**src/rtl/mem_port_arbiter_if.sv**
```systemverilog
// mem_port_arbiter_if: requester (I/D) and memory-side signals of the shared memory port arbiter
interface mem_port_arbiter_if #(
  parameter int ADDR_W = 32,
  parameter int DATA_W = 32
);
  logic                  i_req;
  logic [ADDR_W-1:0]     i_addr;
  logic [DATA_W-1:0]     i_rdata;
  logic                  i_done;
  logic                  i_stall;
  logic                  d_req;
  logic [DATA_W/8-1:0]   d_wen;
  logic [ADDR_W-1:0]     d_addr;
  logic [DATA_W-1:0]     d_wdata;
  logic [DATA_W-1:0]     d_rdata;
  logic                  d_done;
  logic                  d_stall;
  logic                  mem_req;
  logic [DATA_W/8-1:0]   mem_wen;
  logic [ADDR_W-1:0]     mem_addr;
  logic [DATA_W-1:0]     mem_wdata;
  logic [DATA_W-1:0]     mem_rdata;
  logic                  mem_ready;
  logic                  err;
  modport slave (
    input  i_req, i_addr, d_req, d_wen, d_addr, d_wdata, mem_rdata, mem_ready,
    output i_rdata, i_done, i_stall, d_rdata, d_done, d_stall,
           mem_req, mem_wen, mem_addr, mem_wdata, err
  );
  modport master (
    output i_req, i_addr, d_req, d_wen, d_addr, d_wdata, mem_rdata, mem_ready,
    input  i_rdata, i_done, i_stall, d_rdata, d_done, d_stall,
           mem_req, mem_wen, mem_addr, mem_wdata, err
  );
endinterface

```
**src/rtl/mem_port_arbiter.sv**
```systemverilog
// mem_port_arbiter: non-preemptive I/D arbiter for one single-port memory, D has priority, watchdog abort.
// Define ARB_PERF_EN to add the 32-bit grant and stall performance counters.
module mem_port_arbiter #(
  parameter int ADDR_W   = 32,
  parameter int DATA_W   = 32,
  parameter int MAX_WAIT = 255
)(
  input logic clk,
  input logic rst,
  mem_port_arbiter_if.slave bus
`ifdef ARB_PERF_EN
  ,
  output logic [31:0] perf_i_grants,
  output logic [31:0] perf_d_grants,
  output logic [31:0] perf_stall_cycles
`endif
);
  localparam int SW = DATA_W / 8;
  localparam int CW = $clog2(MAX_WAIT + 1);
  typedef enum logic [1:0] {IDLE, D_BUSY, I_BUSY, RESP} state_e;
  state_e            state_q, state_d;
  logic              own_d_q, err_q;
  logic [CW-1:0]     cnt_q;
  logic [ADDR_W-1:0] addr_q;
  logic [SW-1:0]     wen_q;
  logic [DATA_W-1:0] wdata_q, i_rdata_q, d_rdata_q;
  logic              busy, grant, timeout, resp, i_done, d_done;
  assign busy    = state_q == D_BUSY || state_q == I_BUSY;
  assign grant   = state_q == IDLE && (bus.d_req || bus.i_req);
  assign timeout = busy && !bus.mem_ready && cnt_q == CW'(MAX_WAIT - 1);
  assign resp    = state_q == RESP;
  assign i_done  = resp && !own_d_q;
  assign d_done  = resp && own_d_q;
  always_ff @(posedge clk)
    if (rst) state_q <= IDLE;
    else state_q <= state_d;
  always_comb begin
    state_d = state_q;
    case (state_q)
      IDLE:           state_d = bus.d_req ? D_BUSY : (bus.i_req ? I_BUSY : IDLE);
      D_BUSY, I_BUSY: state_d = (bus.mem_ready || timeout) ? RESP : state_q;
      default:        state_d = IDLE;
    endcase
  end
  always_ff @(posedge clk) begin
    if (rst) begin
      own_d_q   <= 1'b0;
      err_q     <= 1'b0;
      cnt_q     <= '0;
      addr_q    <= '0;
      wen_q     <= '0;
      wdata_q   <= '0;
      i_rdata_q <= '0;
      d_rdata_q <= '0;
    end else begin
      if (grant) begin
        addr_q  <= bus.d_req ? bus.d_addr : bus.i_addr;
        wen_q   <= bus.d_req ? bus.d_wen : '0;
        wdata_q <= bus.d_req ? bus.d_wdata : wdata_q;
        own_d_q <= bus.d_req;
        err_q   <= 1'b0;
        cnt_q   <= '0;
      end
      if (busy) begin
        cnt_q <= (cnt_q == CW'(MAX_WAIT)) ? cnt_q : cnt_q + 1'b1;
        if (bus.mem_ready || timeout) begin
          err_q <= timeout;
          // stores leave the load-data register untouched, even on abort
          if (!own_d_q) i_rdata_q <= timeout ? '0 : bus.mem_rdata;
          else if (wen_q == '0) d_rdata_q <= timeout ? '0 : bus.mem_rdata;
        end
      end
    end
  end
  always_comb begin
    bus.mem_req   = busy;
    bus.mem_addr  = addr_q;
    bus.mem_wen   = wen_q;
    bus.mem_wdata = wdata_q;
    bus.i_rdata   = i_rdata_q;
    bus.d_rdata   = d_rdata_q;
    bus.i_done    = i_done;
    bus.d_done    = d_done;
    bus.err       = resp && err_q;
    bus.i_stall   = bus.i_req && !i_done;
    bus.d_stall   = bus.d_req && !d_done;
  end
`ifdef ARB_PERF_EN
  always_ff @(posedge clk)
    if (rst) begin
      perf_i_grants     <= '0;
      perf_d_grants     <= '0;
      perf_stall_cycles <= '0;
    end else begin
      perf_i_grants     <= perf_i_grants + 32'(grant && !bus.d_req);
      perf_d_grants     <= perf_d_grants + 32'(grant && bus.d_req);
      perf_stall_cycles <= perf_stall_cycles + 32'((bus.i_req && !i_done) || (bus.d_req && !d_done));
    end
`endif
endmodule

```
**src/flat_wrapper.sv**
```systemverilog
// flat-port wrapper written by rule: the top's interface ports become plain ports
module mem_port_arbiter_flat 
#(
  parameter int ADDR_W   = 32,
  parameter int DATA_W   = 32,
  parameter int MAX_WAIT = 255
)
  (clk, rst, bus_i_req, bus_i_addr, bus_d_req, bus_d_wen, bus_d_addr, bus_d_wdata, bus_mem_rdata, bus_mem_ready, bus_i_rdata, bus_i_done, bus_i_stall, bus_d_rdata, bus_d_done, bus_d_stall, bus_mem_req, bus_mem_wen, bus_mem_addr, bus_mem_wdata, bus_err);
  mem_port_arbiter_if #(.ADDR_W(ADDR_W), .DATA_W(DATA_W)) bus_i ();
  input logic clk;
  input logic rst;
  input wire logic [$bits(bus_i.i_req)-1:0] bus_i_req;
  input wire logic [$bits(bus_i.i_addr)-1:0] bus_i_addr;
  input wire logic [$bits(bus_i.d_req)-1:0] bus_d_req;
  input wire logic [$bits(bus_i.d_wen)-1:0] bus_d_wen;
  input wire logic [$bits(bus_i.d_addr)-1:0] bus_d_addr;
  input wire logic [$bits(bus_i.d_wdata)-1:0] bus_d_wdata;
  input wire logic [$bits(bus_i.mem_rdata)-1:0] bus_mem_rdata;
  input wire logic [$bits(bus_i.mem_ready)-1:0] bus_mem_ready;
  output wire logic [$bits(bus_i.i_rdata)-1:0] bus_i_rdata;
  output wire logic [$bits(bus_i.i_done)-1:0] bus_i_done;
  output wire logic [$bits(bus_i.i_stall)-1:0] bus_i_stall;
  output wire logic [$bits(bus_i.d_rdata)-1:0] bus_d_rdata;
  output wire logic [$bits(bus_i.d_done)-1:0] bus_d_done;
  output wire logic [$bits(bus_i.d_stall)-1:0] bus_d_stall;
  output wire logic [$bits(bus_i.mem_req)-1:0] bus_mem_req;
  output wire logic [$bits(bus_i.mem_wen)-1:0] bus_mem_wen;
  output wire logic [$bits(bus_i.mem_addr)-1:0] bus_mem_addr;
  output wire logic [$bits(bus_i.mem_wdata)-1:0] bus_mem_wdata;
  output wire logic [$bits(bus_i.err)-1:0] bus_err;
  assign bus_i.i_req = bus_i_req;
  assign bus_i.i_addr = bus_i_addr;
  assign bus_i.d_req = bus_d_req;
  assign bus_i.d_wen = bus_d_wen;
  assign bus_i.d_addr = bus_d_addr;
  assign bus_i.d_wdata = bus_d_wdata;
  assign bus_i.mem_rdata = bus_mem_rdata;
  assign bus_i.mem_ready = bus_mem_ready;
  assign bus_i_rdata = bus_i.i_rdata;
  assign bus_i_done = bus_i.i_done;
  assign bus_i_stall = bus_i.i_stall;
  assign bus_d_rdata = bus_i.d_rdata;
  assign bus_d_done = bus_i.d_done;
  assign bus_d_stall = bus_i.d_stall;
  assign bus_mem_req = bus_i.mem_req;
  assign bus_mem_wen = bus_i.mem_wen;
  assign bus_mem_addr = bus_i.mem_addr;
  assign bus_mem_wdata = bus_i.mem_wdata;
  assign bus_err = bus_i.err;
  mem_port_arbiter #(.ADDR_W(ADDR_W), .DATA_W(DATA_W), .MAX_WAIT(MAX_WAIT)) u_core (.clk(clk), .rst(rst), .bus(bus_i));
endmodule
```
**config.mk**
```make
export PLATFORM = sky130hd
export DESIGN_NAME = mem_port_arbiter_flat
export DESIGN_NICKNAME = d
export VERILOG_FILES = /design/src/rtl/mem_port_arbiter_if.sv /design/src/rtl/mem_port_arbiter.sv /design/src/flat_wrapper.sv
export SDC_FILE = /design/constraint.sdc
export NUM_CORES = 1
export LEC_CHECK = 0
export ABC_AREA = 0
export CAP_MARGIN = 30
export CORE_MARGIN = 3
export CORE_UTILIZATION = 41
export DETAILED_ROUTE_END_ITERATION = 8
export PLACE_DENSITY = 0.8
export RECOVER_POWER = 50
export SETUP_SLACK_MARGIN = 0.02
export SYNTH_ARGS = -nofsm -noshare
export SYNTH_HDL_FRONTEND = slang
export SYNTH_SLANG_ARGS = --single-unit
```
**constraint.sdc**
```tcl
create_clock -name clk -period 2.6 [get_ports clk]
set_clock_uncertainty 0.1 [all_clocks]
set_input_delay 0.39 -clock clk [delete_from_list [all_inputs] [get_ports clk]]
set_output_delay 0.39 -clock clk [all_outputs]
set_load 0.01 [all_outputs]
```
==> reports/qor.txt <==
Max IR drop VDD -> 0.555 mV
Post-CTS Setup Inserts -> 0
Data arrival, critical path -> 2020 ps
First-pass GRT wire length -> 28.3 mm
Req. time, crit path -> 2110 ps
CTS root buffer -> clkbuf_16
Leak -> 3.65 nW
Cell area after synthesis -> 5780 µm²
Relative slew slack -> 27.8%
Avg WL per Cell -> 16.6 µm
Top FF cell, synth -> dfxtp_1
Synth Register Bits -> 144
Syn Nets -> 806
Placement Setup Slack -> 384 ps
Crit. End Element -> output port
Bufs and invs on worst path -> 2
Fin Hold WS -> 248 ps
Delay-heaviest family, CP -> buffers and inverters
Tmin final -> 2510 ps
Final hold vios -> 0
Share of cells above drive strength 1 -> 5.47%
Multi-input gate area -> 2670 µm²
WL final -> 18.4 mm
Die width -> 125 µm
Fmax -> 0.399 GHz
Power Total -> 7.87 mW
Die ar. -> 15600 µm²
Final setup vio count -> 0
Fraction of registers with async set/reset -> 0%
Residual DRC -> 0
Post-cts sizing count -> 0
# port buffers -> 274
TritonCTS clock tree -> built
Yosys warns -> 0
N_diodes -> 0
Fin util -> 68.4%
DR pass1 iterations -> 4
Initial Util -> 42.8%
Starting DRT DRC Count -> 394
Syn avg cell area -> 8.71 µm²
Slew at the pin closest to its max-slew limit -> 1080 ps
CTS Buffer Depth -> 2
Via/cell ratio -> 5.03
Post-synth EDFFs -> 0
DIE HEIGHT -> 125 µm
H-tree levels -> 4
P&R area growth vs syn -> 59.6%
CP Cell Sequence -> inv_1 > ha_1 > clkdlybuf4s50_1
Antenna violations before repair -> 0
CTS Sinks -> 144
Vias in the first global route -> 5243
Worst min path class -> in -> reg
Clk_lat worst skew -> 420 ps
GR Overflow Total -> 0
Detailed-route via count -> 5578
Core area -> 13500 µm²
WHS Path Cells -> 2
RSZ-0062 raised after global routing -> no
CP max FO -> 11
Worst setup SP type -> register
Slowest cell on crit path -> clkdlybuf4s50_1
Number of distinct library cells after synthesis -> 39
Storage cell area -> 2880 µm²
All-Layer GR Usage -> 23.0%
Row count -> 42
Clock Pin Slew Worst Setup and Hold Paths -> 60 ps
Setup TNS -> 0 ps
Hold Buf Count CTS -> 0
Pin count of the biggest net entering global routing -> 67
NumNets Final -> 1062
PD cells -> 852 nW/µm²
Inserted Clock Buffers -> 17
CP Depth -> 3
HPWL Detailed -> 13.1 mm
Final antenna-violating net count -> 0
WS Path Type -> reg -> out
Routability cong. -> 0.864
Fillcell total -> 1093
Worst setup margin -> 92.9 ps
Max Cap Violations -> 0
Ports -> 275
Worst Reg-to-Reg Cells -> 7
Final worst-path cycle share -> 96.4%
Final max-slew violation count -> 0
Register area share after synthesis -> 49.8%
Status -> finished, final reports clean
Max stage delay on crit path -> 640 ps
Syn Inst Count -> 664
[logic make-up after synthesis]
family | synth area share, %
compound gates | 13.3
xor+xnor | 0.151
mux | 11.4
buf+inv | 4.05
simple gates | 20.1
flops | 49.8
fa+ha+maj | 1.08
[synth_stat cells (all sizes together), types with 5 or more instances]
cell    count  share of area [%]
a211oi     34                4.4
a21oi      72                6.2
a22oi       5               0.65
buf        10                1.1
clkbuf     38                2.5
dfxtp     144                 50
ha          5                1.1
inv         7               0.45
mux2i      66                 11
nand2     164                 11
nand2b     33                3.6
nor2       42                2.7
o21ai       5               0.43
[where the power goes]
group	internal [mW]	switching, mW	leakage [nW]
logic	1.23	1.32	2.18
registers	2.63	0.225	1.18
clock network	1.48	0.982	0.291
total	5.34	2.53	3.65
[through the flow]
stage                     instances  area (µm²)
after CTS                      1109        9250
after detailed placement       1077        8650
after floorplan                 664        5780
after global placement         1077        8650
final                          1109        9230
after global routing           1109        9230
[layout make-up]
| cell class | instances | area share, % |
|---|---|---|
| inverter | 7 | 0.285 |
| clock buffer | 19 | 4.91 |
| sequential | 144 | 31.2 |
| timing repair buffer | 285 | 30.6 |
| tap | 176 | 2.39 |
| clock inverter | 13 | 1.63 |
| multi-input combinational | 465 | 29.0 |
[sequential cells by signal (all words and copies together), names as in the netlist]
| signal | cells |
|---|---|
| u_core.bus.d_rdata | 32 |
| u_core.bus.i_rdata | 32 |
| u_core.bus.mem_addr | 32 |
| u_core.bus.mem_wdata | 32 |
| u_core.bus.mem_wen | 4 |
| u_core.cnt_q | 8 |
| u_core.err_q | 1 |
| u_core.own_d_q | 1 |
| u_core.state_q | 2 |
[path summary, 6_finish.rpt]
| check | startpoint | slack, ps | endpoint |
|---|---|---|---|
| max | u_core.state_q[0] | 90 | bus_mem_req |
| min | rst | 250 | u_core.state_q[1] |
| max reg2reg | u_core.state_q[0] | 270 | u_core.cnt_q[2] |
| min reg2reg | u_core.bus.i_rdata[4] | 350 | u_core.bus.i_rdata[4] |
[worst reg2reg max path: stages (launching register included)]
cell	delay [ps]
dfxtp_1	350
inv_1	70
ha_1	240
o21a_2	180
buf_2	810
o221ai_1	250
xor2_1	180
nor2_1	50
[metal layers]
layer / GRT usage (%) / share of wire [%]
met1: 26.3 / 40
met2: 39.0 / 49
met3: 7.80 / 9.0
met4: 9.61 / 2.4
met5: 0 / 0
[placed cells by master (no fill, tap or decap), drive strengths merged, types with 5 or more instances in the layout]
cell,Yosys,layout
clkbuf,38,20
nand2,164,164
dlygate4sd3,0,71
a22oi,5,5
o21ai,5,5
buf,10,12
inv,7,12
nand2b,33,33
clkdlybuf4s50,0,201
a21oi,72,72
nor2,42,42
ha,5,5
a211oi,34,34
dfxtp,144,144
mux2i,66,66
(Power assumes the default switching activity.)
